<file path="src/rtl/act_func_pipe_stage_if.sv">
// Stream bundle for act_func_pipe_stage: input valid/ready channel carrying
// value, function select and destination tag, plus the output FIFO head channel.
// master = producer/consumer side (upstream + downstream), slave = the stage.
interface act_func_pipe_stage_if #(
  parameter int unsigned DATA_W = 16,
  parameter int unsigned DEST_W = 16
);

  // Input channel (MAC/accumulate stage -> activation stage)
  logic              in_valid;
  logic              in_ready;
  logic [DATA_W-1:0] in_val;
  logic [1:0]        in_sel;
  logic [DEST_W-1:0] in_dest;

  // Output channel (activation stage -> neuron-value register file)
  logic              out_valid;
  logic              out_ready;
  logic [DATA_W-1:0] out_val;
  logic [DEST_W-1:0] out_dest;

  modport master (
    output in_valid, in_val, in_sel, in_dest, out_ready,
    input  in_ready, out_valid, out_val, out_dest
  );

  modport slave (
    input  in_valid, in_val, in_sel, in_dest, out_ready,
    output in_ready, out_valid, out_val, out_dest
  );

endinterface

</file>
<file path="src/rtl/act_func_pipe_stage.sv">
// Activation pipe stage: applies identity / ReLU / step / leaky-ReLU to a
// signed fixed-point value, carries the destination tag alongside it, and
// streams results through a 1-cycle compute register and an output FIFO.
// Optional build macro ACT_FUNC_OP_COUNT_EN adds a 16-bit completed-pop
// counter (op_count) with a synchronous clear input (op_count_clr).
module act_func_pipe_stage #(
  parameter int unsigned      DATA_W     = 16,
  parameter int unsigned      DEST_W     = 16,
  parameter int unsigned      FIFO_DEPTH = 4,
  parameter int unsigned      LEAK_SHIFT = 3,
  parameter logic [DATA_W-1:0] ONE_VAL   = DATA_W'(16'h0100)
) (
  input  logic                   clk,
  input  logic                   rst,
  act_func_pipe_stage_if.slave   bus,
  output logic                   finished_op
`ifdef ACT_FUNC_OP_COUNT_EN
  ,
  output logic [15:0]            op_count,
  input  logic                   op_count_clr
`endif
);

  localparam int unsigned PTR_W = (FIFO_DEPTH > 2) ? $clog2(FIFO_DEPTH) : 1;
  localparam int unsigned CNT_W = $clog2(FIFO_DEPTH + 1);

  typedef enum logic [1:0] {
    SEL_IDENTITY = 2'b00,
    SEL_RELU     = 2'b01,
    SEL_STEP     = 2'b10,
    SEL_LEAKY    = 2'b11
  } sel_e;

  // Compute register
  logic              r_pipe_valid;
  logic [DATA_W-1:0] r_pipe_val;
  logic [DEST_W-1:0] r_pipe_dest;

  // Output FIFO
  logic [DATA_W-1:0] r_mem_val  [FIFO_DEPTH];
  logic [DEST_W-1:0] r_mem_dest [FIFO_DEPTH];
  logic [PTR_W-1:0]  r_wr_ptr;
  logic [PTR_W-1:0]  r_rd_ptr;
  logic [CNT_W-1:0]  r_count;
  logic [DATA_W-1:0] r_out_val;
  logic [DEST_W-1:0] r_out_dest;

  // Misc control
  logic              r_alive;
  logic              r_finished;

  // Combinational nets
  sel_e                     w_sel;
  logic signed [DATA_W-1:0] w_in_s;
  logic signed [DATA_W-1:0] w_leak;
  logic [DATA_W-1:0]        w_act;
  logic                     w_in_ready;
  logic                     w_accept;
  logic                     w_push;
  logic                     w_pop;
  logic                     w_fifo_nonempty;
  logic [PTR_W-1:0]         w_rd_next;

  // Activation function on the incoming value; leaky shift is kept in its own
  // signed net so the ternary below cannot turn it into a logical shift.
  always_comb begin
    w_sel  = sel_e'(bus.in_sel);
    w_in_s = $signed(bus.in_val);
    w_leak = w_in_s >>> LEAK_SHIFT;
    w_act  = bus.in_val;
    unique case (w_sel)
      SEL_IDENTITY: w_act = bus.in_val;
      SEL_RELU:     w_act = w_in_s[DATA_W-1] ? '0 : bus.in_val;
      SEL_STEP:     w_act = (!w_in_s[DATA_W-1] && (bus.in_val != '0)) ? ONE_VAL : '0;
      SEL_LEAKY:    w_act = w_in_s[DATA_W-1] ? w_leak : bus.in_val;
      default:      w_act = bus.in_val;
    endcase
  end

  // Handshake decode; in_ready depends on registers only (no out_ready path).
  always_comb begin
    w_fifo_nonempty = (r_count != '0);
    w_in_ready      = r_alive &&
                      ((32'(r_count) + 32'(r_pipe_valid)) < FIFO_DEPTH);
    w_accept        = bus.in_valid && w_in_ready;
    w_push          = r_pipe_valid;
    w_pop           = w_fifo_nonempty && bus.out_ready;
    w_rd_next       = r_rd_ptr + PTR_W'(1);
  end

  // Ready enable: held low in reset, raised on the first edge after release.
  always_ff @(posedge clk or negedge rst) begin
    if (!rst) r_alive <= 1'b0;
    else      r_alive <= 1'b1;
  end

  // Compute register: captures result + tag on accept, otherwise empties.
  always_ff @(posedge clk or negedge rst) begin
    if (!rst) begin
      r_pipe_valid <= 1'b0;
      r_pipe_val   <= '0;
      r_pipe_dest  <= '0;
    end else begin
      r_pipe_valid <= w_accept;
      if (w_accept) begin
        r_pipe_val  <= w_act;
        r_pipe_dest <= bus.in_dest;
      end
    end
  end

  // FIFO storage write (no reset needed; occupancy is tracked by r_count).
  always_ff @(posedge clk) begin
    if (w_push) begin
      r_mem_val[r_wr_ptr]  <= r_pipe_val;
      r_mem_dest[r_wr_ptr] <= r_pipe_dest;
    end
  end

  // FIFO pointers and occupancy.
  always_ff @(posedge clk or negedge rst) begin
    if (!rst) begin
      r_wr_ptr <= '0;
      r_rd_ptr <= '0;
      r_count  <= '0;
    end else begin
      if (w_push) r_wr_ptr <= r_wr_ptr + PTR_W'(1);
      if (w_pop)  r_rd_ptr <= w_rd_next;
      unique case ({w_push, w_pop})
        2'b10:   r_count <= r_count + CNT_W'(1);
        2'b01:   r_count <= r_count - CNT_W'(1);
        default: r_count <= r_count;
      endcase
    end
  end

  // Registered FIFO head. It is loaded with whatever entry will sit at the read
  // pointer after this edge, and holds its value whenever the FIFO goes empty.
  always_ff @(posedge clk or negedge rst) begin
    if (!rst) begin
      r_out_val  <= '0;
      r_out_dest <= '0;
    end else if (w_pop) begin
      if (r_count > CNT_W'(1)) begin
        r_out_val  <= r_mem_val[w_rd_next];
        r_out_dest <= r_mem_dest[w_rd_next];
      end else if (w_push) begin
        r_out_val  <= r_pipe_val;
        r_out_dest <= r_pipe_dest;
      end
    end else if (!w_fifo_nonempty && w_push) begin
      r_out_val  <= r_pipe_val;
      r_out_dest <= r_pipe_dest;
    end
  end

  // One-cycle completion pulse following each pop edge.
  always_ff @(posedge clk or negedge rst) begin
    if (!rst) r_finished <= 1'b0;
    else      r_finished <= w_pop;
  end

`ifdef ACT_FUNC_OP_COUNT_EN
  logic [15:0] r_op_count;

  // Completed-pop counter; a clear that coincides with a pop leaves 1.
  always_ff @(posedge clk or negedge rst) begin
    if (!rst) begin
      r_op_count <= '0;
    end else if (op_count_clr) begin
      r_op_count <= w_pop ? 16'd1 : 16'd0;
    end else if (w_pop) begin
      r_op_count <= r_op_count + 16'd1;
    end
  end

  assign op_count = r_op_count;
`endif

  assign bus.in_ready  = w_in_ready;
  assign bus.out_valid = w_fifo_nonempty;
  assign bus.out_val   = r_out_val;
  assign bus.out_dest  = r_out_dest;
  assign finished_op   = r_finished;

  // Occupancy of pipe + FIFO never exceeds the FIFO depth.
  a_no_overflow: assert property (@(posedge clk) disable iff (!rst)
    (32'(r_count) + 32'(r_pipe_valid)) <= FIFO_DEPTH);

  // A stalled head keeps its value and tag.
  a_head_stable: assert property (@(posedge clk) disable iff (!rst)
    (w_fifo_nonempty && !bus.out_ready) |=>
      ($stable(r_out_val) && $stable(r_out_dest)));

endmodule

</file>
<file path="src/flat_wrapper.sv">
// flat-port wrapper written by rule: the top's interface ports become plain ports
module act_func_pipe_stage_flat 
#(
  parameter int unsigned      DATA_W     = 16,
  parameter int unsigned      DEST_W     = 16,
  parameter int unsigned      FIFO_DEPTH = 4,
  parameter int unsigned      LEAK_SHIFT = 3,
  parameter logic [DATA_W-1:0] ONE_VAL   = DATA_W'(16'h0100)
)
  (clk, rst, finished_op, bus_in_valid, bus_in_val, bus_in_sel, bus_in_dest, bus_out_ready, bus_in_ready, bus_out_valid, bus_out_val, bus_out_dest);
  act_func_pipe_stage_if #(.DATA_W(DATA_W), .DEST_W(DEST_W)) bus_i ();
  input  logic clk;
  input  logic rst;
  output logic finished_op;
  input wire logic [$bits(bus_i.in_valid)-1:0] bus_in_valid;
  input wire logic [$bits(bus_i.in_val)-1:0] bus_in_val;
  input wire logic [$bits(bus_i.in_sel)-1:0] bus_in_sel;
  input wire logic [$bits(bus_i.in_dest)-1:0] bus_in_dest;
  input wire logic [$bits(bus_i.out_ready)-1:0] bus_out_ready;
  output wire logic [$bits(bus_i.in_ready)-1:0] bus_in_ready;
  output wire logic [$bits(bus_i.out_valid)-1:0] bus_out_valid;
  output wire logic [$bits(bus_i.out_val)-1:0] bus_out_val;
  output wire logic [$bits(bus_i.out_dest)-1:0] bus_out_dest;
  assign bus_i.in_valid = bus_in_valid;
  assign bus_i.in_val = bus_in_val;
  assign bus_i.in_sel = bus_in_sel;
  assign bus_i.in_dest = bus_in_dest;
  assign bus_i.out_ready = bus_out_ready;
  assign bus_in_ready = bus_i.in_ready;
  assign bus_out_valid = bus_i.out_valid;
  assign bus_out_val = bus_i.out_val;
  assign bus_out_dest = bus_i.out_dest;
  act_func_pipe_stage #(.DATA_W(DATA_W), .DEST_W(DEST_W), .FIFO_DEPTH(FIFO_DEPTH), .LEAK_SHIFT(LEAK_SHIFT), .ONE_VAL(ONE_VAL)) u_core (.clk(clk), .rst(rst), .bus(bus_i), .finished_op(finished_op));
endmodule
</file>
<file path="config.mk">
export PLATFORM = sky130hd
export DESIGN_NAME = act_func_pipe_stage_flat
export DESIGN_NICKNAME = d
export VERILOG_FILES = /design/src/rtl/act_func_pipe_stage_if.sv /design/src/rtl/act_func_pipe_stage.sv /design/src/flat_wrapper.sv
export SDC_FILE = /design/constraint.sdc
export NUM_CORES = 1
export LEC_CHECK = 0
export CORE_UTILIZATION = 50
export CTS_CLUSTER_DIAMETER = 150
export CTS_CLUSTER_SIZE = 30
export DETAILED_ROUTE_END_ITERATION = 7
export GPL_TIMING_DRIVEN = 0
export PLACE_DENSITY = 0.81
export SKIP_CTS_REPAIR_TIMING = 1
export SKIP_LAST_GASP = 1
export SYNTH_ARGS = -nofsm -noshare
export SYNTH_HDL_FRONTEND = slang
export SYNTH_SLANG_ARGS = --single-unit
</file>
<file path="constraint.sdc">
create_clock -name clk -period 2.77 [get_ports clk]
set_input_delay 0.554 -clock clk [delete_from_list [all_inputs] [get_ports clk]]
set_output_delay 0.554 -clock clk [all_outputs]
set_load 0.01 [all_outputs]
</file>
==> results.toml, run 1 <==
[synth]
yosys.area.top_type = "edfxtp_1"
yosysMostFrequentCell = "edfxtp_1"
synth_seq_area_share = 0.703
syn-instance-count = 486
synth_edf_count = 128
synth-compound-area-share = 0.0530
synthesis.area_um2 = 8100
post_synth_num_cell_types = 35
synth_flop_cell = "edfxtp_1"
synth_top_cells_by_count = "edfxtp_1 (128), dfrtp_1 (74), nand3_1 (36)"
avgSynthCellArea_um2 = 16.7
synth_area_leaders = "edfxtp_1 (47%), dfrtp_1 (23%), mux4_2 (8.9%)"
synth-seq-cells = 202
synth_top_area_share = 0.475
synth_adder_area_share = 0.0139
synthXorXnorAreaFrac = 0.00757
synthMuxAreaShare = 0.152
syn_nets = 533
synth_top_family_by_area = "multiplexers"
ys_async_sr_fraction = 0.366
ys_warn_count = 0
synthSimpleGateAreaFrac = 0.0443

[global_routing]
grt_pass1_wl_um = 25200
grtUsageTotal = 0.200
overflow = 0
grt_start_max_net_pins = 59
grt_pass1_vias = 4733
antenna_found_initial = 0

[power_and_ir_drop]
p_seq_frac = 0.513
net-switching-power_uw = 2940
swShare = 0.313
power_per_cell_area_nw_per_um2 = 998
comb_power_share = 0.315
pwr-share-clk = 0.172
p_leak_uw = 0.00354
intPower_uw = 6450
peakVddDrop_uv = 462

[clocking]
clk_latency_ns = 0.46
htree_levels = 1
numCtsBuffers = 10
clkTransAtPathRegs_ns = 0.11
clock_sinks = 202
cts_buffer_depth = 3
cts_tree = "built"
cts_root_buffer = "clkbuf_16"

[routing]
first_pass_iters = 5
drt_iter0_drc = 591
via_per_inst = 5.73
routed_wirelength_um = 15800
vias = 4525
wl_per_cell_um = 20.0
final_antenna_net_count = 0
drc = 0

[timing]
max_slew.worst_pin.slew_ns = 0.923
slew_headroom = 0.385
finalHoldViolations = 0
setup_violations = 0
finClkSkew_ns = 0.0156
holdWs_ns = 0.489
min_period_over_period = 0.948
rsz0062_at_grt = "no"
fin_tns_setup_ns = 0
fin_crit_ns = 2.63
final_max_slew_viol_count = 0
fmax_mhz = 381

[floorplan]
start_util = 0.512
ios = 73
core.rowCount = 46
die_x_um = 129
die_area_um2 = 16700
core_um2 = 15800
die_h_um = 129

[setup_path]
required_ns = 2.22
end_kind = "output pin"
worstSetupStartpointType = "flip-flop"
worst_r2r_path_depth = 7
critPathKind = "flip-flop to output pin"
crit_arrival_ns = 2.07
critical_path_peak_fanout = 7

[place]
place_area_um2 = 9100
dp_cells = 773
hpwl_um = 10100
gp_congestion = 0.914
port_buffers = 70

[run]
drv_cap = 0

[cells_and_area]
area_growth_pct = 16.2
diodes = 0
final_util = 0.595
finalNonFillerCells = 790
fin_area_um2 = 9410
nets = 617
drive_above_1_share = 0.162

[worst_hold_path]
hold_class = "input port to asynchronous set/reset pin"

[run_status]
status = "completed"
[state kept, by name, indices dropped and copies added (netlist names)]
name and flops:
u_core.finished_op 1, u_core.r_pipe_dest 16, u_core.r_alive 1, u_core.bus.out_dest 16, u_core.r_pipe_valid 1, u_core.r_mem_val 64, u_core.r_pipe_val 16, u_core.r_rd_ptr 2
u_core.r_count 3, u_core.r_mem_dest 64, u_core.bus.out_val 16, u_core.r_wr_ptr 2
[area by class of cell]
cell class	instances	area, um^2
well taps	216	270
multi-input cells	244	2200
repair buffers	72	736
clock buffers	15	290
flip-flops and latches	202	5700
inverters	10	37.5
fillers	1148	6420
plain buffers	30	170
clock inverters	1	8.76
[metal layers]
| layer | vias to the layer above | share of wire | track usage |
|---|---|---|---|
| li1 | 2017 | - | - |
| met1 | 2314 | 0.41 | 0.266 |
| met2 | 173 | 0.52 | 0.345 |
| met3 | 21 | 0.054 | 0.0256 |
| met4 | 0 | 0.017 | 0.0657 |
| met5 | - | 0 | 0 |
[worst paths after layout]
kind                                    start                      to  slack [ns]
max                         u_core.r_count[0]           bus_out_valid        0.14
max reg2reg                 u_core.r_count[1]  u_core.bus.out_dest[2]        0.61
max in group asynchronous                 rst   u_core.bus.out_val[2]        1.69
min                                       rst   u_core.bus.out_val[9]        0.49
min reg2reg                u_core.r_wr_ptr[0]      u_core.r_wr_ptr[0]        0.54
min in group clk                bus_in_sel[0]   u_core.r_pipe_val[15]        0.52
[stage by stage]
step,setup slack [ns],total power [uW]
floorplan,0.893,6580
global placement,-1.56,7690
detailed placement,0.441,7860
CTS,0.0789,9470
global route,0.0423,9900
finish,0.144,9400
[cells by family after synthesis]
logic type,count (synthesis)
DFF,202
muxes,81
AOI/OAI and AO/OA,73
and+or+nand+nor,73
buffers and inverters,40
adders and majority gates,9
xor gates and xnor gates,7
other,1
[placed cells by master, fill, tap and decap left out, types with 4 or more instances in the layout]
| master | Yosys | final |
|---|---|---|
| mux4_2 | 32 | 32 |
| clkdlybuf4s50_1 | 0 | 69 |
| buf_2 | 16 | 16 |
| inv_1 | 10 | 10 |
| dfrtp_1 | 74 | 73 |
| clkbuf_1 | 4 | 8 |
| a22oi_1 | 11 | 11 |
| and2_2 | 0 | 4 |
| o21ai_0 | 17 | 17 |
| ha_1 | 9 | 9 |
| clkbuf_16 | 0 | 11 |
| nand3_1 | 36 | 36 |
| edfxtp_1 | 128 | 128 |
| xnor2_1 | 5 | 5 |
| a21oi_1 | 19 | 19 |
| o21ai_1 | 20 | 20 |
| nand2_1 | 4 | 4 |
| buf_4 | 6 | 7 |
| mux2i_1 | 33 | 33 |
| nor2_1 | 17 | 17 |
| mux2_2 | 15 | 15 |
| nor4_1 | 4 | 4 |
[critical path: stages, from the launching register on]
cell and delay (ns):
dfrtp_2 0.48, inv_1 0.12, ha_1 0.23, nor2b_1 0.22, inv_1 0.09, clkdlybuf4s50_1 0.49
[power by group through the flow]
stage,registers [uW],logic [uW],clock network [uW]
2_1_floorplan,4750,1820,0
3_3_place_gp,4820,2870,0
3_5_place_dp,4890,2970,0
4_1_cts,4830,3000,1650
5_1_grt,4930,3240,1740
6_report,4820,2960,1620
No activity file was read; power rests on OpenSTA's default activity.
==> run 2: changes to the inputs <==
CORE_ASPECT_RATIO = 0.8   (was default)
CTS_CLUSTER_SIZE = default   (was 30)
==> run 2 against run 1 <==
- worst hold slack worse by 0.46 ns
- final area grew 3.3%
- maximum frequency shrank 0.87%
- cell count is 2.0% higher
- critical path type unchanged
- critical endpoint unchanged
- largest power group unchanged
==> results.toml, run 2 (synthesized netlist as in run 1, its figures left out) <==
[floorplan]
core.rowCount = 41
core_um2 = 15800
ios = 73
die_area_um2 = 16700
die_x_um = 144
start_util = 0.513
die_h_um = 116

[place]
gp_congestion = 0.778
post-place-ws_ns = 0.423
dp_cells = 773
place_area_um2 = 9120
port_buffers = 70
hpwl_um = 10600

[power_and_ir_drop]
power_per_cell_area_nw_per_um2 = 1060
p_leak_uw = 0.00369
peakVddDrop_uv = 421

[cells_and_area]
nets = 626
layout_commonest_cell = "edfxtp_1"
layout_common_cells = "edfxtp_1 (128), dfrtp_1 (74), clkdlybuf4s50_1 (69)"
drive_above_1_share = 0.179
diodes = 0
area_growth_pct = 20.0
fin_area_um2 = 9720
finalNonFillerCells = 806
largestRegisters = "u_core.r_mem_dest x64, u_core.r_mem_val x64"

[clocking]
clk_latency_ns = 0.48
cts_buffer_depth = 3
clkTransAtPathRegs_ns = 0.06
htree_levels = 1
cts_tree = "built"
cts_root_buffer = "clkbuf_16"
numCtsBuffers = 19
clock_sinks = 202

[timing]
final_max_slew_viol_count = 0
fmax_mhz = 377
timing.final.ws_setup_ns = 0.121
fin_crit_ns = 2.65
setup_violations = 0
rsz0062_at_grt = "no"
finalHoldViolations = 0
slew_headroom = 0.364
min_period_over_period = 0.956
finClkSkew_ns = 0.00979
max_slew.worst_pin.slew_ns = 0.954

[global_routing]
met1_usage = 0.299
busiest_layer = "met2"
overflow = 0
gr-usage-met3 = 0.0421
grtUsageTotal = 0.213
grt_start_max_net_pins = 44
antenna_found_initial = 0
use_met2 = 0.345
grt_pass1_vias = 4869
grt_pass1_wl_um = 26500

[setup_path]
crit_arrival_ns = 2.10
worstSetupStartpointType = "flip-flop"
critPathKind = "flip-flop to output pin"
required_ns = 2.22
critical_path_peak_fanout = 7
end_kind = "output pin"

[routing]
drt_iter0_drc = 446
wl_per_cell_um = 20.8
via_per_inst = 5.80
first_pass_iters = 5
vias = 4675
final_antenna_net_count = 0
routed_wirelength_um = 16800
drc = 0

[worst_hold_path]
hold_class = "input port to asynchronous set/reset pin"

[run]
drv_cap = 0

[run_status]
status = "completed"
run 2: cell count changes in the layout (fill, tap and decap cells not counted), sizes merged:
cell and change:
clkinv +3, inv -1, clkbuf +13, buf +1, bufinv +2, dlygate4sd3 -1
run 2: stage by stage:
stage / power, uW / TNS [ns] / util / hold slack, ns
6_report: 10300 / 0 / 0.615 / 0.0272
5_1_grt: 10900 / 0 / 0.615 / 0.0561
4_1_cts: 10400 / 0 / 0.615 / 0.0308
3_5_place_dp: 7860 / 0 / 0.577 / 0.517
3_3_place_gp: 7680 / -111.76 / 0.574 / 0.505
2_1_floorplan: 6580 / 0 / - / 0.258
run 2: final timing paths:
kind | start | to | slack, ns | cells after the start
max | u_core.r_count[0] | bus_out_valid | 0.12 | 5
min | rst | u_core.r_pipe_dest[5] | 0.03 | 1
max reg2reg | u_core.r_count[0] | u_core.bus.out_dest[13] | 0.63 | 6
min reg2reg | u_core.r_wr_ptr[0] | u_core.r_wr_ptr[0] | 0.53 | 1
max in group asynchronous | rst | u_core.r_wr_ptr[0] | 2.14 | 2
min in group clk | u_core.r_wr_ptr[0] | u_core.r_wr_ptr[0] | 0.53 | 1
run 2: power breakdown:
group	leakage [uW]	internal, uW	switching [uW]
clock	0.000291	1490	1060
sequential	0.00204	4190	642
combinational	0.00136	1540	1430
total	0.00369	7210	3130
run 2: area by class of cell:
type	count	area [um^2]
flip-flops and latches	202	5700
clock inverters	5	78.8
plain buffers	30	170
fillers	1142	6080
well taps	215	269
repair buffers	72	746
multi-input cells	244	2200
inverters	10	37.5
clock buffers	28	519
run 2: metal layers:
layer  vias up  part of all wire
met1      2415              0.44
met3        29             0.067
met4         0             0.018
met2       188              0.48
li1       2043                 -
met5         -                 0
run 2: critical path, cell delays in order, from the launching register on:
cell and delay [ns]:
dfrtp_1 0.49, inv_1 0.11, ha_1 0.25, nor2b_1 0.17, inv_1 0.07, clkdlybuf4s50_1 0.54
==> run 3: changes to the inputs <==
CAP_MARGIN = 20   (was default)
==> results of run 3 <==
Same layout as run 2: the final DEF is identical, and so are final timing and power.
